[config.mk]
export PLATFORM = sky130hd
export DESIGN_NAME = uc_multiciclo
export DESIGN_NICKNAME = d
export VERILOG_FILES = /design/src/rtl/uc_multiciclo.sv
export SDC_FILE = /design/constraint.sdc
export NUM_CORES = 1
export LEC_CHECK = 0
export ABC_CLOCK_PERIOD_IN_PS = 3700
export CAP_MARGIN = 40
export CELL_PAD_IN_SITES_DETAIL_PLACEMENT = 0
export CELL_PAD_IN_SITES_GLOBAL_PLACEMENT = 1
export CORE_UTILIZATION = 36
export DETAILED_ROUTE_END_ITERATION = 8
export MAX_ROUTING_LAYER = met4
export PLACE_DENSITY_LB_ADDON = 0.1
export SLEW_MARGIN = 0
export SYNTH_ARGS = -nofsm -noshare
export SYNTH_HDL_FRONTEND = slang
export SYNTH_SLANG_ARGS = --single-unit
[constraint.sdc]
create_clock -name clk -period 3.7 [get_ports clk]
set_input_delay 0.74 -clock clk [delete_from_list [all_inputs] [get_ports clk]]
set_output_delay 0.74 -clock clk [all_outputs]
set_load 0.01 [all_outputs]
[src/rtl/uc_multiciclo.sv]
// ---------------------------------------------------------------------------
// uc_multiciclo -- control unit for a multicycle RISC-V style datapath.
//
// A twelve-state FSM sequences each instruction through fetch, decode and
// the execute/memory/write-back steps, driving the datapath mux selects,
// write enables and the ALU operation code. Unknown opcodes trap until reset.
// Retired instructions are counted in a wrapping counter.
//
// Parameters
//   MEM_HANDSHAKE  1: FETCH/MEMREAD/MEMWRITE wait for mem_ready; 0: ignore it
//   BRANCH_EXT     0: branch = beq only; 1: beq/bne/blt/bge selected by f3
//   CNT_W          width of the retired-instruction counter
//
// Ports
//   clk, rst_n                  clock, synchronous active-low reset
//   op, f3, f7                  opcode / funct3 / funct7 of the current IR
//   zero, lt                    ALU flags (result == 0, signed less-than)
//   mem_ready                   memory access completes this cycle
//   pcWrite, adrSrc, memWrite,
//   irWrite, regWrite           enables and address select (0=PC, 1=ALUOut)
//   resultSrc, aluSrcA,
//   aluSrcB, immSrc             datapath mux selects / immediate format
//   aluControl                  ALU operation
//   state                       current FSM state (debug)
//   illegal                     high while trapped on an unknown opcode
//   instr_done, instret         retire pulse and retired-instruction count
// ---------------------------------------------------------------------------
module uc_multiciclo #(
    parameter int MEM_HANDSHAKE = 1,
    parameter int BRANCH_EXT    = 0,
    parameter int CNT_W         = 32
) (
    input  logic             clk,
    input  logic             rst_n,
    input  logic [6:0]       op,
    input  logic [2:0]       f3,
    input  logic [6:0]       f7,
    input  logic             zero,
    input  logic             lt,
    input  logic             mem_ready,
    output logic             pcWrite,
    output logic             adrSrc,
    output logic             memWrite,
    output logic             irWrite,
    output logic             regWrite,
    output logic [1:0]       resultSrc,
    output logic [1:0]       aluSrcA,
    output logic [1:0]       aluSrcB,
    output logic [1:0]       immSrc,
    output logic [2:0]       aluControl,
    output logic [3:0]       state,
    output logic             illegal,
    output logic             instr_done,
    output logic [CNT_W-1:0] instret
);

    localparam logic [3:0] FETCH    = 4'd0;
    localparam logic [3:0] DECODE   = 4'd1;
    localparam logic [3:0] MEMADR   = 4'd2;
    localparam logic [3:0] MEMREAD  = 4'd3;
    localparam logic [3:0] MEMWB    = 4'd4;
    localparam logic [3:0] MEMWRITE = 4'd5;
    localparam logic [3:0] EXECUTER = 4'd6;
    localparam logic [3:0] ALUWB    = 4'd7;
    localparam logic [3:0] EXECUTEI = 4'd8;
    localparam logic [3:0] JAL      = 4'd9;
    localparam logic [3:0] BRANCH   = 4'd10;
    localparam logic [3:0] TRAP     = 4'd11;

    localparam logic [6:0] OP_LW  = 7'b0000011;
    localparam logic [6:0] OP_SW  = 7'b0100011;
    localparam logic [6:0] OP_R   = 7'b0110011;
    localparam logic [6:0] OP_I   = 7'b0010011;
    localparam logic [6:0] OP_BR  = 7'b1100011;
    localparam logic [6:0] OP_JAL = 7'b1101111;

    logic [3:0]       stateR;
    logic [3:0]       nextStateS;
    logic [CNT_W-1:0] instretR;
    logic             readyS;
    logic             takenS;
    logic [1:0]       aluOpS;
    logic             pcWriteS;
    logic             memWriteS;
    logic             irWriteS;
    logic             regWriteS;
    logic             doneS;
    logic             unusedF7S;

    // Only f7[5] distinguishes add/sub; the remaining funct7 bits are don't-care.
    assign unusedF7S = ^{f7[6], f7[4:0]};

    // With the handshake disabled every memory access completes in one cycle.
    assign readyS = (MEM_HANDSHAKE != 0) ? mem_ready : 1'b1;

    // State register; reset wins over any state, including waits and TRAP.
    always_ff @(posedge clk) begin
        if (!rst_n) begin
            stateR <= FETCH;
        end else begin
            stateR <= nextStateS;
        end
    end

    // Retired-instruction counter, wraps naturally at 2^CNT_W.
    always_ff @(posedge clk) begin
        if (!rst_n) begin
            instretR <= '0;
        end else if (doneS) begin
            instretR <= instretR + CNT_W'(1);
        end else begin
            instretR <= instretR;
        end
    end

    // Next-state logic; unused codes 12-15 fall into TRAP.
    always_comb begin
        nextStateS = stateR;
        case (stateR)
            FETCH:    nextStateS = readyS ? DECODE : FETCH;
            DECODE: begin
                case (op)
                    OP_LW, OP_SW: nextStateS = MEMADR;
                    OP_R:         nextStateS = EXECUTER;
                    OP_I:         nextStateS = EXECUTEI;
                    OP_JAL:       nextStateS = JAL;
                    OP_BR:        nextStateS = BRANCH;
                    default:      nextStateS = TRAP;
                endcase
            end
            MEMADR:   nextStateS = (op == OP_SW) ? MEMWRITE : MEMREAD;
            MEMREAD:  nextStateS = readyS ? MEMWB : MEMREAD;
            MEMWB:    nextStateS = FETCH;
            MEMWRITE: nextStateS = readyS ? FETCH : MEMWRITE;
            EXECUTER: nextStateS = ALUWB;
            EXECUTEI: nextStateS = ALUWB;
            ALUWB:    nextStateS = FETCH;
            JAL:      nextStateS = ALUWB;
            BRANCH:   nextStateS = FETCH;
            TRAP:     nextStateS = TRAP;
            default:  nextStateS = TRAP;
        endcase
    end

    // Branch condition; the extended set is selected by funct3.
    always_comb begin
        takenS = 1'b0;
        if (BRANCH_EXT != 0) begin
            case (f3)
                3'b000:  takenS = zero;
                3'b001:  takenS = ~zero;
                3'b100:  takenS = lt;
                3'b101:  takenS = ~lt;
                default: takenS = 1'b0;
            endcase
        end else begin
            takenS = zero;
        end
    end

    // Per-state control outputs; anything not set stays 0 (incl. TRAP).
    always_comb begin
        pcWriteS  = 1'b0;
        adrSrc    = 1'b0;
        memWriteS = 1'b0;
        irWriteS  = 1'b0;
        regWriteS = 1'b0;
        resultSrc = 2'b00;
        aluSrcA   = 2'b00;
        aluSrcB   = 2'b00;
        aluOpS    = 2'b00;
        doneS     = 1'b0;
        case (stateR)
            FETCH: begin
                aluSrcB   = 2'b10;
                resultSrc = 2'b10;
                irWriteS  = readyS;
                pcWriteS  = readyS;
            end
            DECODE: begin
                aluSrcA = 2'b01;
                aluSrcB = 2'b01;
            end
            MEMADR: begin
                aluSrcA = 2'b10;
                aluSrcB = 2'b01;
            end
            MEMREAD:  adrSrc = 1'b1;
            MEMWB: begin
                resultSrc = 2'b01;
                regWriteS = 1'b1;
                doneS     = 1'b1;
            end
            MEMWRITE: begin
                // Held through wait cycles; the store retires when memory is ready.
                adrSrc    = 1'b1;
                memWriteS = 1'b1;
                doneS     = readyS;
            end
            EXECUTER: begin
                aluSrcA = 2'b10;
                aluOpS  = 2'b10;
            end
            EXECUTEI: begin
                aluSrcA = 2'b10;
                aluSrcB = 2'b01;
                aluOpS  = 2'b10;
            end
            ALUWB: begin
                regWriteS = 1'b1;
                doneS     = 1'b1;
            end
            JAL: begin
                aluSrcA  = 2'b01;
                aluSrcB  = 2'b10;
                pcWriteS = 1'b1;
            end
            BRANCH: begin
                aluSrcA  = 2'b10;
                aluOpS   = 2'b01;
                pcWriteS = takenS;
                doneS    = 1'b1;
            end
            default: doneS = 1'b0;
        endcase
    end

    // ALU decoder; sub only for R-type (op[5]) with funct7[5] set.
    always_comb begin
        aluControl = 3'b000;
        case (aluOpS)
            2'b00: aluControl = 3'b000;
            2'b01: aluControl = 3'b001;
            2'b10: begin
                case (f3)
                    3'b000:  aluControl = (op[5] & f7[5]) ? 3'b001 : 3'b000;
                    3'b010:  aluControl = 3'b101;
                    3'b110:  aluControl = 3'b011;
                    3'b111:  aluControl = 3'b010;
                    default: aluControl = 3'b000;
                endcase
            end
            default: aluControl = 3'b000;
        endcase
    end

    // Immediate format straight from the opcode.
    always_comb begin
        case (op)
            OP_LW, OP_I: immSrc = 2'b00;
            OP_SW:       immSrc = 2'b01;
            OP_BR:       immSrc = 2'b10;
            OP_JAL:      immSrc = 2'b11;
            default:     immSrc = 2'b00;
        endcase
    end

    // Write enables and the retire pulse are suppressed while reset is held.
    assign pcWrite    = pcWriteS & rst_n;
    assign irWrite    = irWriteS & rst_n;
    assign memWrite   = memWriteS & rst_n;
    assign regWrite   = regWriteS & rst_n;
    assign instr_done = doneS & rst_n;
    assign illegal    = (stateR == TRAP);
    assign state      = stateR;
    assign instret    = instretR;

endmodule

# Word level (Yosys, flattened, before mapping)
# Index checks and enable logic that the tools add are counted.
# word_totals
romBits	0
ff_bits	36
memories	0
word_cells	63
ramBits	0
latchBits	0
# op_classes
n_mux	20
n_eq_ne	22
shift	0
bitwise	6
addsub	1
n_lt_le_gt_ge	0
multipliers	0
div_mod_pow	0
n_reduce_logical	12
# ops
op	n
$add 32x1->32 const B	1
$pmux 4 s7	1
$pmux 4 s5	1
$eq 4x3->1 const B	4
$eq 4x4->1 const B	4
$pmux 2 s2	4
$eq 7x6->1 const B	2
$eq 7x7->1 const B	2
$pmux 3 s4	1
$reduce_or 2->1	6
$mux 3	3
$reduce_or 3->1	3
$eq 4x2->1 const B	2
$eq 7x2->1 const B	1
$eq 7x5->1 const B	1
$and 1x1->1	6
$eq 3x3->1 const B	2
$mux 1	6
$pmux 2 s3	1
$pmux 3 s2	1
$eq 4x1->1 const B	1
$logic_not 4->1	1
$reduce_or 4->1	1
$eq 3x2->1 const B	1
5 further kinds	5

# Longest topological paths before layout
# depth
ltp_word	5
ltp_mapped	8

# Worst setup path before layout
# No wires, ideal clock.
# synth_path
kind	register -> output
from	register stateR[1] (netlist: state[1])
to	output aluControl[2]
n_path_buf	2
stages_incl_launch_ff	7
path_slack_ps	1051
t_required_ps	2960
t_arrival_ps	1909
path_cell_list	dfxtp_1 -> buf_2 -> buf_1 -> a21oi_1 -> or2_2 -> ha_1 -> nor4_1
# synth_between
elab_chain_len	5
word_cells_on_any_way	8
classes_between	5 x eq/ne; 2 x mux; 1 x reduce/logical
# synth_lines
item	line_no	rtl
from (decl)	77	logic [3:0] stateR;
from (signal assigned)	101	stateR <= nextStateS;
$eq 4x4->1 / $eq 4x3->1 (equally long branches)	173	case (stateR)
$reduce_or 2->1 (no source line)	--	
$pmux 2 s2 (*)	173	
$eq 2x2->1 / $eq 2x1->1 (equally long branches)	231	case (aluOpS)
$pmux 3 s2 (*)	231	
to (decl)	50	output logic [2:0] aluControl,
# Mark *: on every way between the ends. The rest lies on a longest branch, timed or not.

# Final worst setup path
# layout_path
from	register stateR[2] (netlist: state[2])
to	output aluControl[2]
# Same word-level chain as after synthesis.

==> impl_metrics.tcl <==
set metrics [dict create \
    yosysUniqueCellTypes 47 \
    max_freq_ghz 0.300 \
    synth_top_cells_by_count "36 x dfxtp_1, 27 x a21oi_1, 27 x nand2_1, 17 x o31ai_1, 17 x or4_1" \
    p_int_uw 869 \
    finalSetupViolCount 0 \
    slew_violations 0 \
    grt_pass1_wl_um 10800 \
    p_switching_uw 511 \
    place_congestion 0.776 \
    p_total_uw 1380 \
    status "complete, no violations" \
    syn_nets 328 \
    yosysWarnings 0 \
    drtPass1Iterations 5 \
    synthFlopType "dfxtp_1" \
    diodes 0 \
    start_util_pct 37.4 \
    grt_max_degree 54 \
    postCtsResizedCells 0 \
    relSlewSlack_pct 67.0 \
    fp.dieH_um 83.5 \
    n_fill_cell 673 \
    power_frac_seq_pct 32.6 \
    cts-root-buf "clkbuf_8" \
    dieArea_um2 6970 \
    clock_latency_ns 0.29 \
    worst_pin_slew_ns 0.494 \
    fin_nets 386 \
    core_um2 6390 \
    postCtsSetupBuffers 0 \
    ys_seq_area_share_pct 30.1 \
    port-buffer-count 68 \
    antenna_found_initial 0 \
    drv_cap 0 \
    dieWidth_um 83.5 \
    drc 0 \
    cts_hold_buf 0 \
    synth_area_leaders "dfxtp_1 30%, a21oi_1 5.7%, o31ai_1 5.3%" \
    synth.avg_cell_area_um2 7.89 \
    vias_per_cell 5.65 \
    path_max_fanout 6 \
    drive_above_1_share_pct 5.25 \
    skew_ns 0.0104 \
    p_leak_uw 0.00102 \
    final_hold_viol_count 0 \
    grt_pass1_vias 2277 \
    rows 29 \
    hpwl_um 4410 \
    boundaryPins 76 \
    yosys.area.top_type_share_pct 30.1 \
    power_frac_comb_pct 45.7 \
    tns_ns 0 \
    cts_num_sinks 36 \
    power_density_nw_per_um2 434 \
    htree_levels 2 \
    dr.first_iter.drc_count 117 \
    crit_required_ns 2.96 \
    routed_wl_um 6220 \
    rsz0062_at_grt "no" \
    crit_path_start_kind "flip-flop" \
    routed-via-count 2479 \
    switching_share_pct 37.0 \
    p_clk_share_pct 21.6 \
    grt_remaining_overflow 0 \
    end_kind "output pin" \
    clkTransAtPathRegs_ns 0.08 \
    synth_edf_count 0 \
    clockBufferDepth 2 \
    syn_area_um2 2390 \
    grtUsageTotal_pct 19.1 \
    arrival_ns 2.59 \
    cts_tree "yes" \
    crit_type "flip-flop to output pin" \
    final.min_clock_period_ns 3.33 \
    routedWlPerCell_um 14.2 \
    ys_async_sr_fraction_pct 0 \
    area_growth_pct 32.8 \
    syn_inst 303 \
    synth_top_cell_by_area "dfxtp_1" \
    synth_seq_cells 36 \
    antenna_left 0 \
    hold_class "flip-flop to flip-flop" \
    yosysMostFrequentCell "dfxtp_1" \
    timing.final.crit_share_pct 90.0 \
    peakVddDrop_mv 0.291 \
    cts_buffers 5 \
]
[kinds of logic (layout without fill, tap and decap cells)]
| family | Yosys count | after routing | synth area share, % |
|---|---|---|---|
| muxes | 10 | 10 | 4.19 |
| buffers and inverters | 32 | 91 | 7.06 |
| adders and majority gates | 3 | 3 | 1.57 |
| AOI/OAI and AO/OA | 71 | 71 | 19.3 |
| xor gates and xnor gates | 3 | 3 | 1.10 |
| and+or+nand+nor | 148 | 148 | 36.7 |
| DFF | 36 | 36 | 30.1 |
[sequential cells by signal, summed over array words and instances, names as in the netlist]
| register | cells |
|---|---|
| instret | 32 |
| state | 4 |
[final cells by class]
cell class | instances | area, um^2 | share of cell area (%)
Clock buffer | 7 | 86.3 | 2.72
Sequential cell | 36 | 721 | 22.7
Clock inverter | 1 | 7.51 | 0.236
Inverter | 8 | 30.0 | 0.946
Tap cell | 77 | 96.3 | 3.03
Timing Repair Buffer | 75 | 733 | 23.1
Multi-Input combinational cell | 235 | 1500 | 47.3
[stage by stage]
step	instances	instance area [um^2]	setup WS [ns]	hold slack (ns)	util (%)
2_1_floorplan	303	2390	1.05	0.486	-
3_3_place_gp	431	3080	0.529	0.454	48.3
3_5_place_dp	431	3080	0.526	0.472	48.3
4_1_cts	439	3180	0.365	0.484	49.7
5_1_grt	439	3180	0.228	0.501	49.7
6_report	439	3180	0.369	0.475	49.7
[path summary, 6_finish.rpt]
path / startpoint / cells past startpoint / to / slack (ns)
worst max register to register: state[3] / 6 / instret[27] / 1.51
worst min-delay path: instret[31] / 2 / instret[31] / 0.48
worst max-delay path: state[2] / 6 / aluControl[2] / 0.37
worst min register to register: instret[31] / 2 / instret[31] / 0.48
[power groups by stage]
stage	sequential [uW]	combinational [uW]	clock, uW
after global routing	457	698	327
after detailed placement	459	631	0
after global placement	460	633	0
after CTS	451	637	308
final	450	631	298
after floorplan	444	410	0
[metal layers]
layer | wire length (um) | GRT usage, % | vias to the layer above
met1 | 3010 | 25.2 | 1155
met4 | 34 | 4.62 | 0
met3 | 252 | 3.26 | 2
li1 | - | - | 1267
met5 | 0 | - | -
met2 | 2920 | 30.6 | 55
[placed cells by master, fill, tap and decap left out, types with 4 or more instances in the layout]
cell / instances
a21oi_1: 27
clkdlybuf4s50_1: 68
and3_1: 6
nand3_1: 12
o21ai_0: 7
mux2i_1: 10
o31ai_1: 17
nand4_1: 10
clkbuf_8: 6
inv_1: 8
nor2_1: 16
buf_4: 7
dfxtp_1: 36
and2_1: 4
nand2_1: 27
and4_1: 7
or4_1: 17
nand2b_1: 15
or3_1: 5
nor4_1: 12
[critical path, cell delays in order (launching register included)]
cell             delay [ns]
dfxtp_1                0.43
nor2b_2                0.33
a21oi_1                0.13
or2_2                  0.30
ha_1                   0.29
nor4_1                 0.25
clkdlybuf4s50_1        0.59
Power figures use the tool's default switching activity.
